[config.mk]
export PLATFORM = sky130hd
export DESIGN_NAME = cpu_mem_bridge
export DESIGN_NICKNAME = d
export VERILOG_FILES = /design/src/rtl/cpu_mem_bridge_pkg.sv /design/src/rtl/cpu_mem_bridge_timeout_cnt.sv /design/src/rtl/cpu_mem_bridge.sv
export SDC_FILE = /design/constraint.sdc
export NUM_CORES = 1
export LEC_CHECK = 0
export CAP_MARGIN = 20
export CORE_MARGIN = 5
export CORE_UTILIZATION = 46
export CTS_CLUSTER_SIZE = 24
export DETAILED_ROUTE_END_ITERATION = 12
export PLACE_DENSITY = 0.85
export SETUP_SLACK_MARGIN = 0.1
export SLEW_MARGIN = 20
export SYNTH_ARGS = -nofsm -noshare
export SYNTH_HDL_FRONTEND = slang
export SYNTH_SLANG_ARGS = --single-unit
[constraint.sdc]
create_clock -name clk -period 3.3 [get_ports clk]
set_clock_uncertainty 0.2 [all_clocks]
set_input_delay 0.66 -clock clk [delete_from_list [all_inputs] [get_ports clk]]
set_output_delay 0.66 -clock clk [all_outputs]
set_load 0.02 [all_outputs]
[src/rtl/cpu_mem_bridge_pkg.sv]
// Shared definitions for the Z80 CPU to slow-memory bridge.
package cpu_mem_bridge_pkg;

  localparam int unsigned CNT_W           = 8;
  localparam int unsigned TIMEOUT_DEFAULT = 15;
  localparam logic [7:0]  IDLE_BUS        = 8'hFF;

  typedef enum logic [1:0] {
    ST_IDLE = 2'd0,
    ST_WAIT = 2'd1,
    ST_DONE = 2'd2
  } bridge_state_e;

endpackage

[src/rtl/cpu_mem_bridge_timeout_cnt.sv]
// Clear/enable counter that flags when it sits on its terminal value.
module bridge_timeout_cnt
  import cpu_mem_bridge_pkg::*;
#(
  parameter int unsigned TERM_VAL = TIMEOUT_DEFAULT - 1
) (
  input  logic clk,
  input  logic reset,
  input  logic i_clr,
  input  logic i_en,
  output logic o_term_c
);

  logic [CNT_W-1:0] r_count;

  always_ff @(posedge clk) begin
    if (reset) begin
      r_count <= '0;
    end else if (i_clr) begin
      r_count <= '0;
    end else if (i_en) begin
      r_count <= r_count + CNT_W'(1);
    end
  end

  assign o_term_c = (r_count == CNT_W'(TERM_VAL));

endmodule

[src/rtl/cpu_mem_bridge.sv]
// Stalls the Z80 with WAIT while one level-request access completes on slow memory.
module cpu_mem_bridge
  import cpu_mem_bridge_pkg::*;
#(
  parameter int unsigned TIMEOUT = TIMEOUT_DEFAULT
) (
  input  logic        clk,
  input  logic        reset,
  input  logic        cpu_mreq_n,
  input  logic        cpu_iorq_n,
  input  logic        cpu_rd_n,
  input  logic        cpu_wr_n,
  input  logic        cpu_rfsh_n,
  input  logic        cpu_m1_n,
  input  logic [15:0] cpu_a,
  input  logic [7:0]  cpu_dout,
  output logic [7:0]  cpu_di,
  output logic        cpu_wait_n,
  output logic        mem_req,
  output logic        mem_we,
  output logic [15:0] mem_addr,
  output logic [7:0]  mem_wdata,
  input  logic [7:0]  mem_rdata,
  input  logic        mem_ack,
  output logic        bus_err
);

  bridge_state_e r_state, w_state_nxt;
  logic          r_mem_req,   w_mem_req_nxt;
  logic          r_wait_n,    w_wait_n_nxt;
  logic          r_mem_we,    w_mem_we_nxt;
  logic [15:0]   r_mem_addr,  w_mem_addr_nxt;
  logic [7:0]    r_mem_wdata, w_mem_wdata_nxt;
  logic [7:0]    r_cpu_di,    w_cpu_di_nxt;
  logic          r_bus_err,   w_bus_err_nxt;
  logic          w_cnt_clr, w_cnt_en, w_cnt_term;
  logic          w_start, w_io_rd;

  // Refresh and IO cycles never reach memory.
  assign w_start = !cpu_mreq_n && cpu_iorq_n && cpu_rfsh_n && (!cpu_rd_n || !cpu_wr_n);
  assign w_io_rd = !cpu_iorq_n && ((!cpu_rd_n && cpu_m1_n) || !cpu_m1_n);

  bridge_timeout_cnt #(
    .TERM_VAL (TIMEOUT - 1)
  ) u_timeout_cnt (
    .clk      (clk),
    .reset    (reset),
    .i_clr    (w_cnt_clr),
    .i_en     (w_cnt_en),
    .o_term_c (w_cnt_term)
  );

  always_ff @(posedge clk) begin
    if (reset) begin
      r_state     <= ST_IDLE;
      r_mem_req   <= 1'b0;
      r_wait_n    <= 1'b1;
      r_mem_we    <= 1'b0;
      r_mem_addr  <= '0;
      r_mem_wdata <= '0;
      r_cpu_di    <= IDLE_BUS;
      r_bus_err   <= 1'b0;
    end else begin
      r_state     <= w_state_nxt;
      r_mem_req   <= w_mem_req_nxt;
      r_wait_n    <= w_wait_n_nxt;
      r_mem_we    <= w_mem_we_nxt;
      r_mem_addr  <= w_mem_addr_nxt;
      r_mem_wdata <= w_mem_wdata_nxt;
      r_cpu_di    <= w_cpu_di_nxt;
      r_bus_err   <= w_bus_err_nxt;
    end
  end

  always_comb begin
    w_state_nxt     = r_state;
    w_mem_req_nxt   = r_mem_req;
    w_wait_n_nxt    = r_wait_n;
    w_mem_we_nxt    = r_mem_we;
    w_mem_addr_nxt  = r_mem_addr;
    w_mem_wdata_nxt = r_mem_wdata;
    w_cpu_di_nxt    = r_cpu_di;
    w_bus_err_nxt   = r_bus_err;
    w_cnt_clr       = 1'b0;
    w_cnt_en        = 1'b0;
    case (r_state)
      ST_IDLE: begin
        if (w_start) begin
          w_state_nxt     = ST_WAIT;
          w_mem_req_nxt   = 1'b1;
          w_wait_n_nxt    = 1'b0;
          w_mem_addr_nxt  = cpu_a;
          w_mem_we_nxt    = !cpu_wr_n;
          w_mem_wdata_nxt = cpu_dout;
          w_cnt_clr       = 1'b1;
        end else if (w_io_rd) begin
          w_cpu_di_nxt = IDLE_BUS;
        end
      end
      ST_WAIT: begin
        // An acknowledge on the terminal cycle still counts as success.
        if (mem_ack) begin
          w_state_nxt   = ST_DONE;
          w_mem_req_nxt = 1'b0;
          w_wait_n_nxt  = 1'b1;
          if (!r_mem_we) begin
            w_cpu_di_nxt = mem_rdata;
          end
        end else if (w_cnt_term) begin
          w_state_nxt   = ST_DONE;
          w_mem_req_nxt = 1'b0;
          w_wait_n_nxt  = 1'b1;
          w_cpu_di_nxt  = IDLE_BUS;
          w_bus_err_nxt = 1'b1;
        end else begin
          w_cnt_en = 1'b1;
        end
      end
      ST_DONE: begin
        if (cpu_mreq_n) begin
          w_state_nxt = ST_IDLE;
        end
      end
      default: begin
        w_state_nxt = ST_IDLE;
      end
    endcase
  end

  assign cpu_di     = r_cpu_di;
  assign cpu_wait_n = r_wait_n;
  assign mem_req    = r_mem_req;
  assign mem_we     = r_mem_we;
  assign mem_addr   = r_mem_addr;
  assign mem_wdata  = r_mem_wdata;
  assign bus_err    = r_bus_err;

endmodule

Word-level counts from Yosys, hierarchy flattened
Cells that the tools add are included.
- register bits: 46
- output and inout port bits: 36
- RAM bits: 0
- input port bits: 41
- memories kept: 0
- latch bits: 0
- bits in read-only memories: 0
- magnitude comparators: 0
- equality and inequality tests: 9
- reductions and logical operators: 20
- div/mod/pow operators: 0
- add/subtract/negate cells: 1
- shifts and indexed selects: 0
- multipliers: 0
- mux-type cells: 24
- bitwise operators: 1
- operator list (cell ; count):
    $mux 8 ; 5
    $pmux 8 s2 ; 1
    $mux 1 ; 11
    $reduce_and 3->1 ; 3
    $add 8x1->8 const B ; 1
    $eq 8x4->1 const B ; 1
    $mux 2 ; 4
    $ne 2x2->1 const B ; 4
    $pmux 2 s3 ; 1
    $logic_and 1x1->1 ; 5
    $logic_not 1->1 ; 5
    $reduce_and 5->1 ; 1
    $pmux 1 s2 ; 2
    $ne 3x2->1 const B ; 1
    $ne 3x3->1 const B ; 1
    $eq 2x1->1 const B ; 1
    $eq 2x2->1 const B ; 1
    $logic_not 2->1 ; 1
    $logic_or 1x1->1 ; 2
    $reduce_and 2->1 ; 1
    $reduce_bool 2->1 ; 1
    $reduce_or 2->1 ; 1
    $not 1->1 ; 1

Depth between registers and ports, before layout
- word-level depth: 7
- gate-level depth with buffers: 6
- mapped depth without buffers: 6

Modules after synthesis
Synthesis repeated with hierarchy kept, for this count alone.
- cell total of the unflattened synthesis: 213
- area total of the unflattened synthesis: 2057.0 um^2
- modules (own cells, without submodules) (module ; area an instance (um^2) ; instances ; cells each):
    cpu_mem_bridge ; 1672.9 ; 1 ; 171
    bridge_timeout_cnt ; 384.1 ; 1 ; 42

Least setup slack after synthesis
Ideal clock, no wire load.
- path type: input-to-reg
- start: input port cpu_mreq_n
- end: register r_mem_addr[1], in the netlist mem_addr[1]
- arrival time: 1.714 ns
- path slack: 1.258 ns
- stages: 6
- buffers on the path: 2
- library setup time: 0.128 ns
- data required time: 2.972 ns
- cell sequence: nand4bb_1 a211oi_1 buf_2 buf_4 mux2i_1 nor2_1
- cells in the longest elaborated chain, start to end: 5
- RTL lines (element ; RTL line ; text):
    from (decl) ; cpu_mem_bridge.sv:9 ; input logic cpu_mreq_n,
    $logic_not 1->1 ; cpu_mem_bridge.sv:40 ; assign w_start = !cpu_mreq_n && cpu_iorq_n && cpu_rfsh_n && (!cpu_rd_n || !cpu_wr_n);
    $logic_and 1x1->1 (3 in series) ; cpu_mem_bridge.sv:40 ;
    $reduce_and 2->1 (no line) ; n/a ;
    to (signal assigned) ; cpu_mem_bridge.sv:68 ; r_mem_addr <= w_mem_addr_nxt;
    to (decl) ; cpu_mem_bridge.sv:32 ; logic [15:0] r_mem_addr, w_mem_addr_nxt;
Every way passes these cells.
A chain may end at the register's enable or synchronous reset.

Final worst setup path
- start: input port mem_ack
- end: register u_timeout_cnt.r_count[1]
- cells in the longest elaborated chain, start to end: 2
- RTL lines (element ; RTL line ; text):
    from (decl) ; cpu_mem_bridge.sv:24 ; input logic mem_ack,
    $mux 1 ; cpu_mem_bridge.sv:102 ; if (mem_ack) begin
    $mux 1 ; cpu_mem_bridge.sv:86 ; case (r_state)
    to (signal assigned) ; cpu_mem_bridge_timeout_cnt.sv:22 ; r_count <= r_count + CNT_W'(1);
    to (decl) ; cpu_mem_bridge_timeout_cnt.sv:14 ; logic [CNT_W-1:0] r_count;
Every way passes these cells.

==> out/results.ini <==
[placed_design]
post-place-ws_ns = 0.731
place_congestion = 0.743
portBuffers = 76
dpl.hpwl_um = 3310

[setup_path]
critical_path_arrival_ns = 2.25
path_buf_inv = 1
critPathMaxStageDelay_ns = 0.47
crit_family = compound AO/OA/AOI/OAI gates
path_class = input port to flip-flop
crit_slowest_cell = clkdlybuf4s50_1
worstPathCellList = clkdlybuf4s50_1, or3b_4, a21oi_4, nor2_1, a2111oi_2
crit_path_end_kind = flip-flop
path_max_fanout = 6
r2r_slack_ns = 1.29
cp-start-kind = input port
crit_required_ns = 3.29

[synthesis]
ys_ff_latch = 46
synthCells = 187
ys_warn_count = 0
synth.distinct_cells = 32
avgSynthCellArea_um2 = 10.0
syn_nets = 230
synth_seq_area_share_pct = 49.0
syn-cell-area_mm2 = 0.00188

[die]
num_rows = 23
die_height_um = 73.9
num_io_pins = 77
dieArea_mm2 = 0.00546
die_x_um = 73.9
core_mm2 = 0.00397
initial_core_util_pct = 47.3

[global_routing]
grt_max_degree = 36
antenna_found_initial = 0
grt_pass1_wl_um = 7340
grt_overflow = 0
grt_usage_pct = 17.7
first_global_vias = 1579

[cts]
path_clk_slew_ns = 0.08
postCtsHoldBufs = 0
clockRootBuffer = clkbuf_8
cts_buffer_depth = 2
post_cts_buffers = 0
cts_sinks = 46
cts_max_level = 2
cts-buffers-inserted = 5
clock_latency_ns = 0.29
cts_tree = yes
cts-resized-gates = 0

[status]
status = complete, no violations

[power]
ir_drop_uv = 271
cellPowerDensity_mw_per_mm2 = 376
power_leakage_nw = 0.987
power_mw = 1.05

[drt]
first_pass_iters = 4
wl_per_cell_um = 14.1
route.detailed.drc = 0
vias_per_cell = 4.99
vias = 1562
drt_wl_total_um = 4420
antenna_left = 0
drtIter0Drc = 62

[finish]
syn2layout_area_growth_pct = 48.4
final_common_cell = clkdlybuf4s50_1
antenna_cells = 0
layout-drive-gt1-share_pct = 6.46
final_cell_mix = clkdlybuf4s50_1, nor2_1, dfxtp_1
fin_nets = 307

[timing]
hold_violations = 0
setup_viol = 0
period_needed_ns = 2.26
fmax_mhz = 443
worst_pin_slew_ns = 0.526
setup_slack_ns = 1.04
fin_crit_sh_pct = 68.5
final_max_slew_viol_count = 0
tns_ns = 0
relSlewSlack_pct = 64.7
rsz0062_at_grt = false

[flow_run]
timing.max_cap.violations = 0

[min_path]
min_path_type = flip-flop to flip-flop

[sequential cells by signal (all words and copies together), names as in the netlist]
register,count
u_timeout_cnt.r_count,8
cpu_wait_n,1
mem_req,1
r_state,2
mem_addr,16
mem_wdata,8
cpu_di,8
mem_we,1
bus_err,1
[synthesized netlist by cell type]
cell type / n / area, µm²
a21oi_1: 2 / 10.0
nand3_1: 1 / 5.00
a21o_1: 1 / 7.51
o21ai_0: 2 / 10.0
nor2_4: 1 / 11.3
nor4_1: 1 / 6.26
a2111oi_4: 1 / 27.5
nand4bb_1: 2 / 22.5
or3b_4: 1 / 11.3
buf_2: 2 / 10.0
mux2i_1: 32 / 320
nor2b_1: 1 / 6.26
a22oi_1: 1 / 7.51
a31oi_1: 1 / 6.26
nor3_2: 1 / 10.0
nand3b_1: 1 / 7.51
xnor2_1: 7 / 61.3
a21oi_4: 1 / 16.3
and3_1: 1 / 6.26
inv_1: 4 / 15.0
o21a_1: 1 / 7.51
nor2_1: 47 / 176
a41oi_1: 1 / 8.76
a2111oi_2: 1 / 15.0
clkbuf_1: 5 / 18.8
nand2_1: 4 / 15.0
buf_4: 2 / 15.0
nor4_4: 1 / 21.3
a211oi_1: 5 / 37.5
nor3_1: 8 / 40.0
dfxtp_1: 46 / 921
ha_1: 2 / 25.0
[where the power goes]
group          total [mW]  internal [mW]  leakage, nW  switching (mW)
Sequential          0.575          0.567        0.373         0.00786
Clock               0.331          0.162       0.0431           0.169
Combinational       0.143         0.0832        0.571          0.0598
[layer usage]
metal	routed length (µm)	part of all wire (%)	track usage (%)	vias to the layer above
met5	0	0	0	-
met4	57	1.3	5.43	0
met3	498	11	11.4	5
met2	2070	47	26.9	47
met1	1790	40	20.6	713
li1	-	-	-	797
[final cells by class]
class,count,area (µm²)
flip-flops and latches,46,921
clock buffers,6,82.6
well taps,50,62.6
inverters,4,15.0
fillers,314,1180
multi-input cells,128,912
repair buffers,79,796
[cells by family (layout without fill, tap and decap cells)]
family | count (synthesis) | count (layout) | share of synthesized area [%]
fa+ha+maj | 2 | 2 | 1.33
flops | 46 | 46 | 49.0
simple gates | 70 | 70 | 18.0
xor+xnor | 7 | 7 | 3.26
buf+inv | 13 | 89 | 3.13
compound gates | 17 | 17 | 8.19
mux | 32 | 32 | 17.0
[path summary, 6_finish.rpt]
check,from,end,cells after the start
worst min register to register,mem_req,mem_req,1
worst min-delay path,mem_req,mem_req,1
worst max-delay path,mem_ack,u_timeout_cnt.r_count[1],5
worst max register to register,u_timeout_cnt.r_count[0],u_timeout_cnt.r_count[1],6
[metrics by stage]
step | hold WS (ns) | util, % | area, µm² | std cells
floorplan | 0.328 | - | 1880 | 187
global placement | 0.247 | 68.1 | 2710 | 307
detailed placement | 0.255 | 68.1 | 2710 | 307
CTS | 0.287 | 70.2 | 2790 | 313
global route | 0.327 | 70.2 | 2790 | 313
finish | 0.286 | 70.2 | 2790 | 313
No activity file was read; power rests on OpenSTA's default activity.
